File: src/rtl/varint_encoder_pkg.sv
// ============================================================================
// Module : varint_encoder_pkg
// Brief  : Shared constants and FSM state encoding for the varint encoder.
// Rev    : 1.0
// ============================================================================
`default_nettype none

package varint_encoder_pkg;

  localparam int VARINT_MAX_BYTES = 5;
  localparam int GROUP_W          = 7;

  typedef enum logic [1:0] {
    ST_IDLE = 2'b01,
    ST_EMIT = 2'b10
  } state_t;

endpackage

`default_nettype wire

File: src/rtl/varint_encoder.sv
// ============================================================================
// Module : varint_encoder
// Brief  : Streams 32-bit FIFO entries out as protobuf base-128 varint bytes.
// Rev    : 1.0
// ============================================================================
`default_nettype none

module varint_encoder
  import varint_encoder_pkg::*;
#(
  parameter int MAX_BYTES = VARINT_MAX_BYTES
) (
  input  logic        clk,
  input  logic        reset,
  input  logic        varint_in_fifo_empty,
  input  logic [31:0] varint_in_fifo_data,
  output logic        varint_in_fifo_pop,
  input  logic [9:0]  varint_in_index_data,
  output logic        varint_in_index_pop,
  input  logic        enc_clr,
  output logic        varint_out_valid,
  input  logic        varint_out_ready,
  output logic [7:0]  varint_out_data,
  output logic        varint_out_last,
  output logic [9:0]  varint_out_index,
  output logic [2:0]  varint_out_pos,
  output logic [31:0] varint_count
);

  localparam logic [2:0] LAST_POS = 3'(MAX_BYTES - 1);

  state_t      state_q, state_d;
  logic [31:0] shift_q, shift_d;
  logic [9:0]  index_q, index_d;
  logic [2:0]  pos_q,   pos_d;
  logic [31:0] count_q, count_d;

  logic emitting;
  logic more;
  logic last_byte;
  logic accept;
  logic pop;

  always_comb begin
    emitting  = (state_q == ST_EMIT);
    // The final position always terminates the varint, whatever is left.
    more      = (shift_q[31:GROUP_W] != '0) && (pos_q != LAST_POS);
    last_byte = !more;
    accept    = emitting && varint_out_ready;
    pop       = !varint_in_fifo_empty && !enc_clr && !reset &&
                (!emitting || (accept && last_byte));

    state_d = state_q;
    shift_d = shift_q;
    index_d = index_q;
    pos_d   = pos_q;
    count_d = count_q;

    if (enc_clr) begin
      state_d = ST_IDLE;
    end else if (pop) begin
      state_d = ST_EMIT;
      shift_d = varint_in_fifo_data;
      index_d = varint_in_index_data;
      pos_d   = 3'd0;
    end else if (accept) begin
      if (last_byte) begin
        state_d = ST_IDLE;
      end else begin
        shift_d = shift_q >> GROUP_W;
        pos_d   = pos_q + 3'd1;
      end
    end

    if (!enc_clr && accept && last_byte) begin
      count_d = count_q + 32'd1;
    end
  end

  always_ff @(posedge clk) begin
    if (reset) begin
      state_q <= ST_IDLE;
      shift_q <= '0;
      index_q <= '0;
      pos_q   <= '0;
      count_q <= '0;
    end else begin
      state_q <= state_d;
      shift_q <= shift_d;
      index_q <= index_d;
      pos_q   <= pos_d;
      count_q <= count_d;
    end
  end

  // Byte fields are masked outside EMIT so a flushed varint leaves no residue.
  always_comb begin
    varint_in_fifo_pop  = pop;
    varint_in_index_pop = pop;
    varint_out_valid    = emitting;
    varint_out_data     = emitting ? {more, shift_q[GROUP_W-1:0]} : 8'h00;
    varint_out_last     = emitting && last_byte;
    varint_out_pos      = emitting ? pos_q : 3'd0;
    varint_out_index    = emitting ? index_q : 10'd0;
    varint_count        = count_q;
  end

endmodule

`default_nettype wire

File: config.mk
export PLATFORM = sky130hd
export DESIGN_NAME = varint_encoder
export DESIGN_NICKNAME = d
export VERILOG_FILES = /design/src/rtl/varint_encoder_pkg.sv /design/src/rtl/varint_encoder.sv
export SDC_FILE = /design/constraint.sdc
export NUM_CORES = 1
export LEC_CHECK = 0
export CAP_MARGIN = 30
export CORE_MARGIN = 2
export CORE_UTILIZATION = 45
export CTS_BUF_LIST = sky130_fd_sc_hd__clkbuf_2
export DETAILED_ROUTE_END_ITERATION = 6
export PLACE_DENSITY = 0.75
export SYNTH_ARGS = -nofsm -noshare
export SYNTH_HDL_FRONTEND = slang
export SYNTH_SLANG_ARGS = --single-unit
File: constraint.sdc
create_clock -name clk -period 2.13 [get_ports clk]
set_input_delay 0.3195 -clock clk [delete_from_list [all_inputs] [get_ports clk]]
set_output_delay 0.3195 -clock clk [all_outputs]
set_load 0.02 [all_outputs]
Word level (Yosys, flattened, before mapping)
Cells that the tools add are included.

$add $sub $neg: 2. Equality and inequality tests: 3. Muxes and demuxes: 12. Bitwise gates (word level): 1. Reductions and logical operators: 22.

Operator list (number): $mux W32 (3); $add A32 B1 Y32 const B (1); $reduce_bool A25 Y1 (1); $mux W3 (4); $mux W10 (1); $logic_and A1 B1 Y1 (9); $mux W8 (1); $mux W2 (3); $logic_not A1 Y1 (5); $reduce_and A2 Y1 (2); $reduce_bool A2 Y1 (2); $add A3 B1 Y3 const B (1); $ne A3 B3 Y1 const B (1); $reduce_and A3 Y1 (1); $eq A2 B2 Y1 const B (1); $ne A2 B2 Y1 const B (1); $reduce_or A2 Y1 (1); $logic_or A1 B1 Y1 (1); $not A1 Y1 (1).

Bits in registers: 79. Input bits: 47. Output and inout bits: 57. Word-level logic and storage cells: 45.

Logic depth before layout (Yosys ltp)
Gate-level depths: netlist of the first run.

Depth after elaboration: 8. Mapped depth: 8. Depth with buffers taken out: 7.

Least setup slack after synthesis of the first run
Ideal clock, no wire load.

Path kind: register to output. Start point: register shift_q[31]. End point: output port varint_out_last. Arrival time: 1.814 ns. Data required time: 1.811 ns. Setup slack: -0.003 ns. Cell stages (with the launch flop): 8. Buffers on the path: 3. Cell sequence: dfxtp_1 > nor4_2 > nand4_2 > o2bb2a_4 > buf_6 > clkbuf_1 > clkbuf_1 > nor2_1.

Word-level cells in the longest chain between the ends: 4.

Ends and longest elaborated chain: start: declaration (RTL line varint_encoder.sv:33) `logic [31:0] shift_q, shift_d;`; start signal: assignment (RTL line varint_encoder.sv:89) `shift_q <= shift_d;`; $reduce_bool A25 Y1 (RTL line varint_encoder.sv:47) `more = (shift_q[31:GROUP_W] != '0) && (pos_q != LAST_POS);`; $logic_and A1 B1 Y1 (RTL line varint_encoder.sv:47); $logic_not A1 Y1 (RTL line varint_encoder.sv:48) `last_byte = !more;`; $logic_and A1 B1 Y1 (RTL line varint_encoder.sv:102) `varint_out_last = emitting && last_byte;`; end: declaration (RTL line varint_encoder.sv:24) `output logic varint_out_last,`.

Every way passes these cells.

Worst setup path after layout of the first run
Start point: register shift_q[18]. End point: output port varint_out_data[7].

Word-level cells in the longest chain between the ends: 3.

Ends and longest elaborated chain: $reduce_bool A25 Y1 (RTL line varint_encoder.sv:47); $logic_and A1 B1 Y1 (RTL line varint_encoder.sv:47); $mux W8 (RTL line varint_encoder.sv:101) `varint_out_data = emitting ? {more, shift_q[GROUP_W-1:0]} : 8'h00;`; end: declaration (RTL line varint_encoder.sv:23) `output logic [7:0] varint_out_data,`.

Every way passes these cells.

==> key figures, run 1 <==
Status
  – Outcome: finished, violations left
  – Failing checks: setup timing

GRT
  – Largest net degree at the start of global routing: 95
  – Remaining Overflow, GRT: 0
  – First-pass GRT wire length: 19200 um
  – Initial antenna violation count: 0
  – Vias in the first global route: 3951
  – Overall Global Routing Usage: 0.236

Setup path
  – Buffers and inverters on the worst path: 4
  – Critical Path Most Common Cell: buf_6
  – Slowest cell on the critical path: dfxtp_2
  – Cell breakdown of the critical path: nor4_4, nand3_2, buf_6, o21ai_4, buf_6, clkinv_4, buf_6
  – CP startpoint kind: flop
  – Crit path kind: reg2out
  – Crit Path Max Fanout: 4
  – CP arrival: 2.01 ns
  – Critical path endpoint category: primary output
  – Top delay family on crit path: buffers and inverters
  – Max incr delay on CP: 0.39 ns
  – Worst Path Required: 1.81 ns

Synth
  – Net Count, Synth: 521
  – Avg Cell Area, Syn: 8.57 um2
  – Library cells used by synthesis: 41
  – #FFs+latches synth: 79
  – Mapped Area: 4040 um2
  – Synth Instances: 471
  – Async S/R FF share, synth: 0
  – Yosys warning count: 0
  – EDFF count, synth: 0
  – Register area share after synthesis: 0.392
  – Primary FF master, synth: dfxtp_1

Floorplanning
  – Row cnt: 34
  – # IOs: 104
  – Die height: 98.7 um
  – Initial Utilization: 0.463
  – Die X-Extent: 98.7 um
  – Die footprint: 9740 um2
  – Core area: 8720 um2

Timing
  – Min cycle time layout: 2.33 ns
  – Worst rel slew slack: 0.324
  – F_max: 0.430 GHz
  – Fin crit share: 1.09
  – Final WS setup: -0.197 ns
  – Unrepaired setup endpoints after global routing: yes
  – Max-slew violation count: 0
  – Clock Skews: 0.0558 ns
  – Worst Tran Pin Value: 1.01 ns
  – Setup TNS: -3.25 ns
  – Setup-failing EPs final: 41
  – Final Hold Fails: 0

Clock tree
  – Cts bufs inserted: 9
  – Htree depth: 3
  – Reg clk slew, reported paths: 0.22 ns
  – Clk Latency, worst-skew pair: 0.56 ns
  – CTS tree: built
  – CTS Buffer Depth: 2
  – Hold_buf cts: 0
  – Clk sinks: 79
  – Root buffer cell: clkbuf_2

Place
  – Setup WS pre-CTS: -0.380 ns
  – Placer Congestion: 0.847
  – Dpl cell area: 5470 um2
  – Final HPWL from detailed placement: 7560 um
  – PortBufs: 103

Route
  – DRT iter0 DRCs: 203
  – Vias per cell: 5.81
  – DR pass1 iterations: 7
  – DR vias: 4236
  – DRT antenna net count: 0
  – # DRC: 0
  – WL per Instance: 17.4 um
  – Drt total wl: 12700 um

Power and ir drop
  – Net Sw Frac: 0.290
  – LEAKAGE: 2.62 nW
  – Internal Pwr Total: 0.00215 W
  – Pwr Total: 0.00302 W
  – Reg power frac: 0.515
  – Power Density: 478 nW/um2
  – Net Switching: 0.000877 W
  – Combinational Power Share: 0.212
  – Clock power frac: 0.272
  – Worst VDD drop: 0.000289 V

Run
  – Number of max-cap violations: 0

Final layout
  – Fill cell count: 637
  – Finished Cell Area: 6330 um2
  – Area delta synth->final: 56.7%
  – Multi-input logic area: 2710 um2
  – Core Util, Final: 0.725
  – Register Area: 1600 um2
  – Commonest non-fill, non-tap cell in the layout: clkdlybuf4s50_1
  – Layout Nets: 666
  – Commonest cells after routing, fill and taps aside: 77 x clkdlybuf4s50_1, 68 x dfxtp_1, 49 x buf_4
  – N_diodes: 0
  – Fraction of layout cells with a size suffix above 1: 0.301

Min path
  – Hold Path Class: in2reg
## area by class of cell
cell class                      count  share of cell area
Inverter                            8             0.00593
Timing Repair Buffer              175               0.275
Multi-Input combinational cell    343               0.428
Sequential cell                    79               0.252
Clock inverter                      5             0.00930
Tap cell                          108              0.0214
Clock buffer                       11             0.00870
## per-stage QoR
stage	hold WS [ns]	std cells
2_1_floorplan	0.445	471
3_5_place_dp	0.461	692
5_1_grt	0.226	729
6_report	0.220	729
4_1_cts	0.230	716
3_3_place_gp	0.454	692
## logic make-up (layout without fill, tap and decap cells)
| logic type | after synthesis | after routing | share of synthesized area |
|---|---|---|---|
| fa+ha+maj | 3 | 3 | 0.00930 |
| buf+inv | 49 | 199 | 0.0527 |
| mux | 42 | 42 | 0.109 |
| compound gates | 101 | 101 | 0.162 |
| simple gates | 195 | 195 | 0.271 |
| xor+xnor | 2 | 2 | 0.00434 |
| flops | 79 | 79 | 0.392 |
## power groups by stage
stage | registers [W] | logic (W) | clock network, W
2_1_floorplan | 0.00157 | 0.000222 | 0
3_3_place_gp | 0.00157 | 0.000403 | 0
3_5_place_dp | 0.00158 | 0.000413 | 0
4_1_cts | 0.00155 | 0.000493 | 0.000830
5_1_grt | 0.00156 | 0.000677 | 0.000906
6_report | 0.00156 | 0.000642 | 0.000823
## per-layer routing
layer  up-vias  GRT usage  part of all wire
met2       130      0.378              0.50
li1       2040          -                 -
met1      2051      0.329              0.44
met3        15     0.0411             0.055
met5         -          0                 0
met4         0     0.0643             0.011
## sequential cells by signal, summed over array words and instances, names as in the netlist
register      flops
index_q          10
pos_q             3
shift_q          32
state_q           2
varint_count     32
## synthesized netlist by cell type, types with 11 or more instances
library cell / count / area share
dfxtp_1: 79 / 0.39
nor3_1: 36 / 0.045
a21oi_1: 34 / 0.042
clkbuf_1: 32 / 0.030
mux2i_1: 26 / 0.064
nand3_1: 26 / 0.032
nor2_1: 26 / 0.024
a211oi_1: 25 / 0.046
and2_1: 20 / 0.031
nand2_1: 17 / 0.016
o21ai_0: 17 / 0.021
mux2_2: 16 / 0.045
nor2b_1: 16 / 0.025
nor4_1: 14 / 0.022
nand4_1: 11 / 0.017
o31ai_1: 11 / 0.020
or4_1: 11 / 0.020
## tightest hold or removal path, stage by stage
cell     delay [ns]
buf_2          0.09
or3_1          0.19
o21ai_0        0.10
## final timing paths
path,start,end,slack [ns],depth (start not counted)
min,reset,state_q[1],0.22,3
max reg2reg,shift_q[18],varint_count[10],-0.13,8
min reg2reg,index_q[2],index_q[2],0.49,2
max,shift_q[18],varint_out_data[7],-0.20,7
## repair_timing
| action | CTS | global route |
|---|---|---|
| buffers inserted | 8 | 8 |
| gates resized for setup | 85 | 90 |
| cloned | 1 | 6 |
| pin swaps | 8 | 36 |
| endpoints found under the setup margin | 80 | 90 |
(Power assumes the default switching activity.)
==> run 2: changes to the inputs <==
--- a/config.mk
+++ b/config.mk
@@ -7,10 +7,11 @@
 export LEC_CHECK = 0
 export CAP_MARGIN = 30
 export CORE_MARGIN = 2
-export CORE_UTILIZATION = 45
+export CORE_UTILIZATION = 46
 export CTS_BUF_LIST = sky130_fd_sc_hd__clkbuf_2
 export DETAILED_ROUTE_END_ITERATION = 6
-export PLACE_DENSITY = 0.75
+export PLACE_DENSITY = 0.77
+export REMOVE_ABC_BUFFERS = 1
 export SYNTH_ARGS = -nofsm -noshare
 export SYNTH_HDL_FRONTEND = slang
 export SYNTH_SLANG_ARGS = --single-unit
==> run 2 against run 1 <==
  * The flow still finishes with violations (setup timing)
  * Count of clock-buffer cells in the layout fell by 2
  * Total power rose by 0.26%
  * Via count down 0.54%
  * Hold slack improved by 0.077 ns
  * Global-route usage rose by 0.63 points
  * Clock skew decreased by 0.0052 ns
  * Sequential power is essentially flat
  * Fmax grew 3.5%
  * Design area down 0.93%
  * Die area decreased by 2.1%
  * First-iteration DRC count up 9.9%
  * Largest power group unchanged
==> key figures, run 2 (same netlist as run 1, synthesis figures left out) <==
Timing
  – Clock Skews: 0.0506 ns
  – Min cycle time layout: 2.25 ns
  – Worst rel slew slack: 0.316
  – Final Hold Fails: 0
  – Max-slew violation count: 0
  – Setup-failing EPs final: 23
  – Worst Tran Pin Value: 1.03 ns
  – Unrepaired setup endpoints after global routing: yes
  – Min Hold Slack: 0.297 ns
  – F_max: 0.445 GHz
  – Final WS setup: -0.119 ns
  – Fin crit share: 1.06

Setup path
  – CP arrival: 1.93 ns
  – Crit path kind: reg2out
  – Cell breakdown of the critical path: nor4_2, nand4_2, buf_6, o2bb2a_4, nor2_4, buf_6
  – Critical path endpoint category: primary output
  – Buffers and inverters on the worst path: 2
  – Crit Path Max Fanout: 2
  – Worst Path Required: 1.81 ns
  – Critical Path Most Common Cell: buf_6
  – Slowest cell on the critical path: dfxtp_1
  – CP startpoint kind: flop
  – Max incr delay on CP: 0.38 ns
  – Top delay family on crit path: simple AND/OR/NAND/NOR gates

Floorplanning
  – # IOs: 104
  – Initial Utilization: 0.470
  – Die X-Extent: 97.7 um
  – Die footprint: 9540 um2
  – Die height: 97.7 um
  – Core area: 8590 um2
  – Row cnt: 34

Route
  – Drt total wl: 12800 um
  – Vias per cell: 5.81
  – DRT iter0 DRCs: 223
  – DR vias: 4213
  – DRT antenna net count: 0
  – WL per Instance: 17.6 um
  – DR pass1 iterations: 7
  – # DRC: 0

Final layout
  – Final std cells w/o fill: 725
  – Finished Cell Area: 6270 um2
  – Area delta synth->final: 55.3%
  – Fill cell count: 614
  – Register Area: 1590 um2
  – Commonest non-fill, non-tap cell in the layout: clkdlybuf4s50_1
  – Multi-input logic area: 2700 um2
  – N_diodes: 0
  – Layout Nets: 662
  – Commonest cells after routing, fill and taps aside: 77 x clkdlybuf4s50_1, 69 x dfxtp_1, 45 x buf_4
  – Fraction of layout cells with a size suffix above 1: 0.313

Status
  – Failing checks: setup timing
  – Outcome: finished, violations left

Clock tree
  – CTS tree: built
  – Clk sinks: 79
  – Reg clk slew, reported paths: 0.22 ns
  – Root buffer cell: clkbuf_2
  – CTS Buffer Depth: 2
  – Hold_buf cts: 0
  – Clk Latency, worst-skew pair: 0.50 ns
  – Cts bufs inserted: 9
  – Htree depth: 3

Place
  – Placer Congestion: 0.877
  – DP Cell Count: 689
  – PortBufs: 103
  – Final HPWL from detailed placement: 7400 um
  – Setup WS pre-CTS: -0.221 ns
  – Dpl cell area: 5450 um2

Run
  – Number of max-cap violations: 0

GRT
  – Initial antenna violation count: 0
  – Vias in the first global route: 3991
  – Overall Global Routing Usage: 0.242
  – First-pass GRT wire length: 19500 um
  – Largest net degree at the start of global routing: 95
  – Remaining Overflow, GRT: 0

Power and ir drop
  – LEAKAGE: 2.64 nW
  – Worst VDD drop: 0.000289 V
  – Pwr Total: 0.00303 W
  – Power Density: 484 nW/um2

Min path
  – Hold Path Class: in2reg
[run 2: worst paths after layout]
check	start	endpoint	slack [ns]	cells past startpoint
worst min register to register	index_q[1]	index_q[1]	0.49	2
worst min-delay path	reset	state_q[1]	0.30	4
worst max register to register	shift_q[14]	varint_count[3]	-0.12	9
worst max-delay path	shift_q[14]	varint_out_last	-0.12	6
[run 2: what timing repair did]
item / in CTS / in global routing
setup endpoints to repair: 85 / 88
resized for setup: 98 / 103
buffers inserted: 5 / 7
pin swaps: 18 / 41
cloned: 0 / 8
[run 2: worst register-to-register path: stages, from the launching register on]
cell,delay [ns]
dfxtp_1,0.38
nor4_2,0.32
nand4_2,0.18
buf_6,0.17
o2bb2a_4,0.21
buf_12,0.15
clkbuf_16,0.17
buf_8,0.13
nor3_4,0.17
mux2_4,0.31
[run 2: cell type report]
class	count	share of cell area
clock inverters	7	0.0116
repair buffers	171	0.269
flip-flops and latches	79	0.254
multi-input cells	343	0.431
well taps	108	0.0216
clock buffers	9	0.00719
inverters	8	0.00559
[run 2: per-layer routing]
| layer | GRT usage | share of wire |
|---|---|---|
| met5 | 0 | 0 |
| met4 | 0.0737 | 0.015 |
| met3 | 0.0302 | 0.038 |
| met2 | 0.413 | 0.50 |
| met1 | 0.320 | 0.44 |
[run 2: report_power, final]
| group | leakage (nW) | switching, W | internal (W) |
|---|---|---|---|
| Combinational | 1.92 | 0.000298 | 0.000348 |
| Sequential | 0.644 | 0.0000318 | 0.00152 |
| Clock | 0.0699 | 0.000555 | 0.000274 |
| Total | 2.64 | 0.000885 | 0.00215 |
[run 2: per-stage QoR]
step	utilization	setup TNS, ns
final	0.729	-1.29
after global routing	0.729	-4.34
after CTS	0.681	-1.09
after detailed placement	0.634	-6.91
after global placement	0.634	-5.83
after floorplan	-	-28.10
